`src/rtl/sd_pkg.sv`:
```
// Shared signed-digit definitions for the sd_mult_accum datapath.
package sd_pkg;

  // Digit encoding {p,n}: value = p - n.
  localparam logic [1:0] SD_ZERO = 2'b00;
  localparam logic [1:0] SD_POS  = 2'b10;
  localparam logic [1:0] SD_NEG  = 2'b01;

  typedef enum logic [1:0] {IDLE, RUN, DONE} state_t;

  // The unused 2'b11 code is treated as zero.
  function automatic logic [1:0] sd_norm(input logic [1:0] d);
    return (d == 2'b11) ? SD_ZERO : d;
  endfunction

  // Integer value of a (normalised or not) digit.
  function automatic logic signed [2:0] sd_val(input logic [1:0] d);
    case (d)
      SD_POS:  return 3'sd1;
      SD_NEG:  return -3'sd1;
      default: return 3'sd0;
    endcase
  endfunction

  // Encode a value in {-1,0,1} as a digit.
  function automatic logic [1:0] sd_enc(input logic signed [2:0] v);
    if (v == 3'sd1)       return SD_POS;
    else if (v == -3'sd1) return SD_NEG;
    else                  return SD_ZERO;
  endfunction

endpackage

```
`src/rtl/sd_add_cell.sv`:
```
// One digit slice of the carry-free signed-digit adder row.
module sd_add_cell
  import sd_pkg::*;
(
  input  logic [1:0] a,
  input  logic [1:0] b,
  input  logic       lo_neg,
  input  logic [1:0] h_in,
  output logic [1:0] h_out,
  output logic [1:0] s
);

  logic signed [2:0] t;
  logic signed [2:0] h;
  logic signed [2:0] w;
  logic signed [2:0] r;

  // Split t = a + b into transfer h and interim w, then absorb the incoming transfer.
  // t = +/-2 always transfers; +/-1 transfers only when the lower sum has the same sign,
  // which keeps w + h_in inside {-1,0,1}.
  always_comb begin
    t = sd_val(a) + sd_val(b);
    h = 3'sd0;
    if (t == 3'sd2 || (t == 3'sd1 && !lo_neg))
      h = 3'sd1;
    else if (t == -3'sd2 || (t == -3'sd1 && lo_neg))
      h = -3'sd1;
    w     = t - (h <<< 1);
    r     = w + sd_val(h_in);
    h_out = sd_enc(h);
    s     = sd_enc(r);
  end

endmodule

```
`src/rtl/sd_mult_accum.sv`:
```
// Sequential MSD-first signed-digit multiply-accumulate: P <- 2P + y*X per accepted digit.
module sd_mult_accum
  import sd_pkg::*;
#(
  parameter int N = 8
) (
  input  logic            clk,
  input  logic            rst_n,
  input  logic            start,
  input  logic [N-1:0]    x_p,
  input  logic [N-1:0]    x_n,
  input  logic [1:0]      y_dig,
  input  logic            y_valid,
  output logic            y_ready,
  output logic [2*N:0]    z_p,
  output logic [2*N:0]    z_n,
  output logic [2*N+1:0]  z_bin,
  output logic            done,
  output logic            busy
);

  localparam int PW = 2 * N + 1;
  localparam int CW = $clog2(N + 1);

  state_t          state, state_nxt;
  logic [CW-1:0]   cnt;
  logic [N-1:0]    xp_r, xn_r;
  logic [PW-1:0]   pp_r, pn_r;

  logic [1:0]      y_n;
  logic [N-1:0]    xp_in, xn_in;
  logic [PW-1:0]   ap, an, bp, bn, sp, sn;
  logic [PW-1:0]   neg_sum, lo_neg;
  logic [PW:0][1:0] hc;
  logic            load, accept, last;
  logic [PW-1:0]   diff;
  logic            unused_bits;

  assign y_n   = sd_norm(y_dig);
  assign xp_in = x_p & ~x_n;
  assign xn_in = x_n & ~x_p;

  // 2P: one-digit shift up; the top digit leaves the register.
  assign ap = {pp_r[PW-2:0], 1'b0};
  assign an = {pn_r[PW-2:0], 1'b0};

  // y*X: X passed, negated or zeroed according to the current Y digit.
  always_comb begin
    bp = '0;
    bn = '0;
    case (y_n)
      SD_POS: begin
        bp[N-1:0] = xp_r;
        bn[N-1:0] = xn_r;
      end
      SD_NEG: begin
        bp[N-1:0] = xn_r;
        bn[N-1:0] = xp_r;
      end
      default: ;
    endcase
  end

  assign hc[0]  = SD_ZERO;
  assign lo_neg = {neg_sum[PW-2:0], 1'b0};

  for (genvar i = 0; i < PW; i++) begin : g_row
    logic signed [2:0] t_i;
    logic [1:0]        s_i;
    assign t_i        = sd_val({ap[i], an[i]}) + sd_val({bp[i], bn[i]});
    assign neg_sum[i] = t_i[2];
    sd_add_cell u_cell (
      .a      ({ap[i], an[i]}),
      .b      ({bp[i], bn[i]}),
      .lo_neg (lo_neg[i]),
      .h_in   (hc[i]),
      .h_out  (hc[i+1]),
      .s      (s_i)
    );
    assign sp[i] = s_i[1];
    assign sn[i] = s_i[0];
  end

  assign unused_bits = ^{hc[PW], pp_r[PW-1], pn_r[PW-1], neg_sum[PW-1]};

  // Next-state and handshake outputs.
  always_comb begin
    state_nxt = state;
    load      = 1'b0;
    accept    = 1'b0;
    last      = (cnt == CW'(N - 1));
    y_ready   = 1'b0;
    busy      = 1'b0;
    done      = 1'b0;
    case (state)
      IDLE: begin
        if (start) begin
          load      = 1'b1;
          state_nxt = RUN;
        end
      end
      RUN: begin
        y_ready = 1'b1;
        busy    = 1'b1;
        if (y_valid) begin
          accept = 1'b1;
          if (last) state_nxt = DONE;
        end
      end
      DONE: begin
        done = 1'b1;
        if (start) begin
          load      = 1'b1;
          state_nxt = RUN;
        end else begin
          state_nxt = IDLE;
        end
      end
      default: state_nxt = IDLE;
    endcase
  end

  // State, X, P and digit counter registers.
  always_ff @(posedge clk) begin
    if (!rst_n) begin
      state <= IDLE;
      cnt   <= '0;
      xp_r  <= '0;
      xn_r  <= '0;
      pp_r  <= '0;
      pn_r  <= '0;
    end else begin
      state <= state_nxt;
      if (load) begin
        xp_r <= xp_in;
        xn_r <= xn_in;
        pp_r <= '0;
        pn_r <= '0;
        cnt  <= '0;
      end else if (accept) begin
        pp_r <= sp;
        pn_r <= sn;
        cnt  <= cnt + CW'(1);
      end
    end
  end

  assign z_p = pp_r;
  assign z_n = pn_r;

  // The product always fits a PW-bit signed value, so the difference is formed
  // modulo 2^PW and sign-extended; this equals the exact digit sum for legal P.
  assign diff  = pp_r - pn_r;
  assign z_bin = {diff[PW-1], diff};

endmodule

```
`config.mk`:
```
export PLATFORM = sky130hd
export DESIGN_NAME = sd_mult_accum
export DESIGN_NICKNAME = d
export VERILOG_FILES = /design/src/rtl/sd_pkg.sv /design/src/rtl/sd_add_cell.sv /design/src/rtl/sd_mult_accum.sv
export SDC_FILE = /design/constraint.sdc
export NUM_CORES = 1
export LEC_CHECK = 0
export ABC_CLOCK_PERIOD_IN_PS = 6400
export BUFFER_PORTS_ARGS = -buffer_cell sky130_fd_sc_hd__buf_2
export CORE_ASPECT_RATIO = 1.1
export CORE_UTILIZATION = 43
export CTS_CLUSTER_DIAMETER = 30
export DETAILED_ROUTE_END_ITERATION = 10
export GPL_ROUTABILITY_DRIVEN = 0
export PLACE_DENSITY_LB_ADDON = 0.08
export SLEW_MARGIN = 20
export SYNTH_ARGS = -nofsm -noshare
export SYNTH_HDL_FRONTEND = slang
export SYNTH_HIERARCHICAL = 1
export SYNTH_SLANG_ARGS = --single-unit
```
`constraint.sdc`:
```
create_clock -name clk -period 6.4 [get_ports clk]
set_clock_uncertainty 0.1 [all_clocks]
set_input_delay 0.96 -clock clk [delete_from_list [all_inputs] [get_ports clk]]
set_output_delay 0.96 -clock clk [all_outputs]
set_load 0.05 [all_outputs]
```
Word-level counts from Yosys, hierarchy flattened

Cells that the tools add are included.

Register bits after elaboration: 56
Output and inout bits: 55
Word-level logic and storage cells: 514

$add $sub $neg: 42
Equality and inequality tests: 222
Muxes and demuxes: 154
Bitwise gates (word level): 5
Reduce and logical (&&, ||, !) cells: 85

Operators with widths:

| cell                                                             | count |
|---|---|
| 3-bit case mux with 2 select lines                               | 40 |
| 3-bit by 2-bit == test with 1-bit output (second input constant) | 67 |
| 3-bit by 1-bit == test with 1-bit output (second input constant) | 49 |
| 3-bit two-way mux                                                | 32 |
| 2-bit == test (second input constant)                            | 43 |
| 2-bit by 1-bit == test with 1-bit output (second input constant) | 42 |
| 2-bit two-way mux                                                | 39 |
| 3-bit adder                                                      | 23 |
| 3-bit == test (second input constant)                            | 17 |
| 3-bit subtractor                                                 | 17 |
| 1-bit two-way mux                                                | 40 |
| 1-bit logical OR                                                 | 33 |
| 1-bit logical AND                                                | 32 |
| 8-bit case mux with 2 select lines                               | 2 |
| 17-bit subtractor                                                | 1 |
| 8-bit bitwise AND                                                | 2 |
| 1-bit logical NOT                                                | 16 |
| 8-bit inverter                                                   | 2 |
| 2-bit != test (second input constant)                            | 3 |
| 2-bit case mux with 3 select lines                               | 1 |
| 4-bit by 1-bit adder with 4-bit output (second input constant)   | 1 |
| 4-bit by 3-bit == test with 1-bit output (second input constant) | 1 |
| 2-bit OR reduction                                               | 2 |
| 3-bit AND reduction                                              | 1 |
| 2 further kinds                                                  | 2 |

Depth between registers and ports, before layout

Depth in word-level cells: 21
Mapped depth: 26

By module

The synthesis kept the hierarchy.

By module, submodules not included:

| module        | times used | cells each | area an instance (um^2) | seq. area each (um^2) |
|---|---|---|---|---|
| sd_add_cell   | 17         | 30         | 232.7                   | 0.0 |
| sd_mult_accum | 1          | 481        | 3,721.1                 | 1,121.1 |

Worst setup path after synthesis

No wires, ideal clock.

Path type: input port to flip-flop
From: input y_dig[1]
To: register pp_r[2], in the netlist z_p[2]
Library setup time: 70 ps
Data arrival time: 5,002 ps
Data required time: 6,230 ps
Slack: 1,228 ps
Stages: 24
Path buffers: 2
Path through: inv_1 -> ha_1 -> clkbuf_1 -> clkbuf_1 -> a22oi_1 -> nor2_1 -> inv_1 -> ha_1 -> inv_1 -> ha_1 -> fa_1 -> mux2i_1 -> and2_1 -> inv_1 -> ha_1 -> fa_1 -> inv_1 -> ha_1 -> xnor2_1 -> xnor2_1 -> xnor2_1 -> and3_2 -> nand2_1 -> a21oi_1

RTL lines:

| what                   | line                 | source |
|---|---|---|
| start: declaration     | sd_mult_accum.sv:12  | `input logic [1:0] y_dig,` |
| end signal: assignment | sd_mult_accum.sv:141 | `pp_r <= sp;` |
| end: declaration       | sd_mult_accum.sv:28  | `logic [PW-1:0] pp_r, pn_r;` |

==> metrics.md <==
| Metric | Value |
|---|---|
| Outcome | completed |
| CTS max path bufs | 2 |
| Vias in the first global route | 5,688 |
| CP Max Fanout | 17 |
| Synthesized instance count | 991 |
| CP Class | input pin to register |
| Max-cap violations | 0 |
| Crit path launch | y_dig[1] |
| Net Sw Frac | 41.8% |
| Cell variety after synth | 51 |
| Multi-input gate area | 5690 µm² |
| Hold depth | 2 |
| Post-Syn Area | 7680 µm² |
| CP endpoint kind | register |
| Yosys Warn Count | 6 |
| Post-DP HPWL | 12.6 mm |
| Clock slew at reported path FFs | 0.07 ns |
| Slowest Stage Delay on Critical Path | 0.58 ns |
| PD cells | 167 nW/µm² |
| Die area | 18,400 µm² |
| Global route hottest layer | met2 |
| Relative slew slack | 49.3% |
| Post-synth ARST share | 0% |
| First-pass GRT wire length | 26.0 mm |
| Yosys reg bits | 56 |
| Largest net degree at the start of global routing | 39 |
| Grt ovf | 0 |
| Tmin final | 5.29 ns |
| CP delay by family, top | adder cells |
| Die X | 129 µm |
| Tcrit/Tclk final | 82.6% |
| Top-count cell post-synth | inv_1 |
| Detailed Route WL | 15.2 mm |
| Mean Syn Cell Area | 7.75 µm² |
| Hold Buf Count CTS | 0 |
| Post CTS Setup Buffer Count | 0 |
| Clock Latency Late Sink | 0.31 ns |
| Count of input and output buffers | 76 |
| R2R cell count | 21 |
| Vias/cell | 4.75 |
| Layout area overhead | 10.7% |
| Leak pwr | 4.20 nW |
| FF-to-FF Start | xn_r[7]$_SDFFE_PN0P_ |
| Ant diodes | 0 |
| Net Sw Power | 595 µW |
| Setup TNS | 0 ns |
| Met1 usage in global routing | 22.7% |
| Avg WL per Cell | 11.6 µm |
| Starting Density | 44.5% |
| List of most frequent post-synthesis cells | inv_1, ha_1, nand2_1 |
| Hold crit path type | register to register |
| Seq. cell area | 1120 µm² |
| Final net count | 1,281 |
| CTS Buf Count | 5 |
| Met3 GRT Util | 2.59% |
| Num ports | 77 |
| Synth area leader | ha_1 |
| Startpoint Class | input pin |
| Initial antenna violation count | 0 |
| CP cell instances | buf_2, inv_1, ha_1, a22oi_1, or2_2, inv_1, inv_1, ha_1, inv_1, ha_1, fa_1, mux2i_1, and2_1, inv_1, ha_1, fa_1, inv_1, ha_1, xnor2_1, xnor2_1, xnor2_1, and3_2, nand2_1, a21oi_1 |
| Num rows | 50 |
| Post_cts resized | 0 |
| Fin. max-slew vios | 0 |
| Seq/Total Area, Yosys | 14.6% |
| Clock sinks | 56 |
| Hold Startpoint | xn_r[3]$_SDFFE_PN0P_ |
| Most used DFF post-synth | dfxtp_1 |
| CORE AREA | 17,300 µm² |
| Worst EP required | 6.54 ns |
| CP dominant cell by count | inv_1 |
| CTS H-tree lvls | 2 |
| Final ANT Viol Nets | 0 |
| Critical path depth | 24 |
| Top-area cell type share of the netlist area | 24.4% |
| GR Util All Layers | 17.6% |
| Post-synth EDFFs | 0 |
| Final setup viols | 0 |
| Clock power share | 21.5% |
| Measured slew at the worst slew-check pin | 0.760 ns |
| Buffer and inverter count on the worst path | 7 |
| CP max stage cell | fa_1 |
| Top achievable clock speed | 0.189 GHz |
| Detailed-route via count | 6,214 |
| FILL cells | 1,821 |
| RSZ-0062 raised after global routing | no |
| Met2 usage | 31.0% |
| Drt first pass iters | 6 |
| Internal Pwr Total | 827 µW |
| Synth top area cells | ha_1, dfxtp_1, inv_1 |
| Post-layout util | 49.2% |
| Ratio of cells with drive above 1 in the final layout | 10.1% |
| CTS tree | built |
| DRC | 0 |
| Final Hold Fails | 0 |
| Flop pwr share | 26.0% |
| DR iter-0 viols | 171 |
| Clk root buf | clkbuf_16 |
| Die height | 142 µm |
| CP Data Arrival Time | 5.43 ns |
| Peak supply drop | 0.000107 V |
| Gate power share | 52.6% |
==> kinds of logic (layout without fill, tap and decap cells) <==
kind of cell | Yosys count | in the layout | share of synthesized area (%)
simple gates | 270 | 270 | 17.1
compound gates | 143 | 143 | 12.1
other cells | 1 | 23 | 0.0488
xor+xnor | 64 | 64 | 7.30
fa+ha+maj | 185 | 185 | 33.6
flops | 56 | 56 | 14.6
mux | 22 | 22 | 2.87
buf+inv | 250 | 311 | 12.4
==> flip-flops by register name (all words and copies together) (netlist names) <==
register	count
z_n	17
z_p	17
xn_r	8
xp_r	8
cnt	4
state	2
==> power groups by stage <==
stage	combinational, mW	sequential (mW)	clock, mW
detailed placement	0.750	0.378	0
CTS	0.755	0.370	0.315
global placement	0.745	0.378	0
finish	0.747	0.370	0.305
floorplan	0.606	0.391	0
global route	0.854	0.372	0.325
==> metal layers <==
metal	vias up	wire length [µm]
met5	-	0
met4	0	126
met3	8	417
met2	72	7140
met1	2814	7520
li1	3320	-
==> worst paths after layout <==
| check | endpoint | slack, ns |
|---|---|---|
| hold reg to reg | xn_r[3]$_SDFFE_PN0P_ | 0.38 |
| setup / recovery | z_p[8]$_SDFFE_PP0P_ | 1.11 |
| hold / removal | xn_r[3]$_SDFFE_PN0P_ | 0.38 |
| setup reg to reg | z_p[8]$_SDFFE_PP0P_ | 2.12 |
==> tightest hold or removal path, cell delays in order (launching register included) <==
cell and delay (ns):
dfxtp_1 0.33, nand2_1 0.06, o41ai_1 0.05
==> per-stage QoR <==
step / power [mW] / cells / area [µm²] / worst slack (ns) / hold slack (ns)
floorplan: 0.997 / 1013 / 7760 / 1.23 / 0.343
global placement: 1.12 / 1301 / 8350 / 0.876 / 0.369
detailed placement: 1.13 / 1301 / 8350 / 0.748 / 0.372
CTS: 1.44 / 1308 / 8500 / 1.09 / 0.382
global route: 1.55 / 1308 / 8500 / 0.694 / 0.403
finish: 1.42 / 1308 / 8500 / 1.11 / 0.383
==> cells in the final DEF, fill, tap and decap left out, types with 4 or more instances in the layout <==
| cell | netlist | layout |
|---|---|---|
| nor2b_1 | 5 | 5 |
| a22oi_1 | 15 | 15 |
| nor2_1 | 62 | 62 |
| xor2_1 | 5 | 5 |
| and2_1 | 21 | 21 |
| a211o_1 | 4 | 4 |
| nor3b_1 | 17 | 17 |
| o211ai_1 | 4 | 4 |
| xnor2_1 | 59 | 59 |
| dfxtp_1 | 56 | 56 |
| o41ai_1 | 8 | 8 |
| a211oi_1 | 4 | 4 |
| clkbuf_16 | 0 | 5 |
| inv_1 | 224 | 224 |
| nand2_1 | 107 | 107 |
| a21o_1 | 9 | 9 |
| buf_2 | 5 | 76 |
| a21oi_1 | 63 | 63 |
| conb_1 | 1 | 23 |
| mux2i_1 | 22 | 22 |
| fa_1 | 35 | 35 |
| a32o_1 | 8 | 8 |
| and3_2 | 17 | 17 |
| o21ai_0 | 12 | 12 |
| nand2b_1 | 20 | 20 |
| o21a_1 | 4 | 4 |
| ha_1 | 150 | 150 |
==> final cells by class <==
cell class              instances  area share [%]
multi-input cells             707            66.9
inverters                     225            9.94
clock buffers                   7            1.80
flip-flops and latches         56            13.2
well taps                     234            3.44
repair buffers                 79            4.74
(Power assumes the default switching activity.)
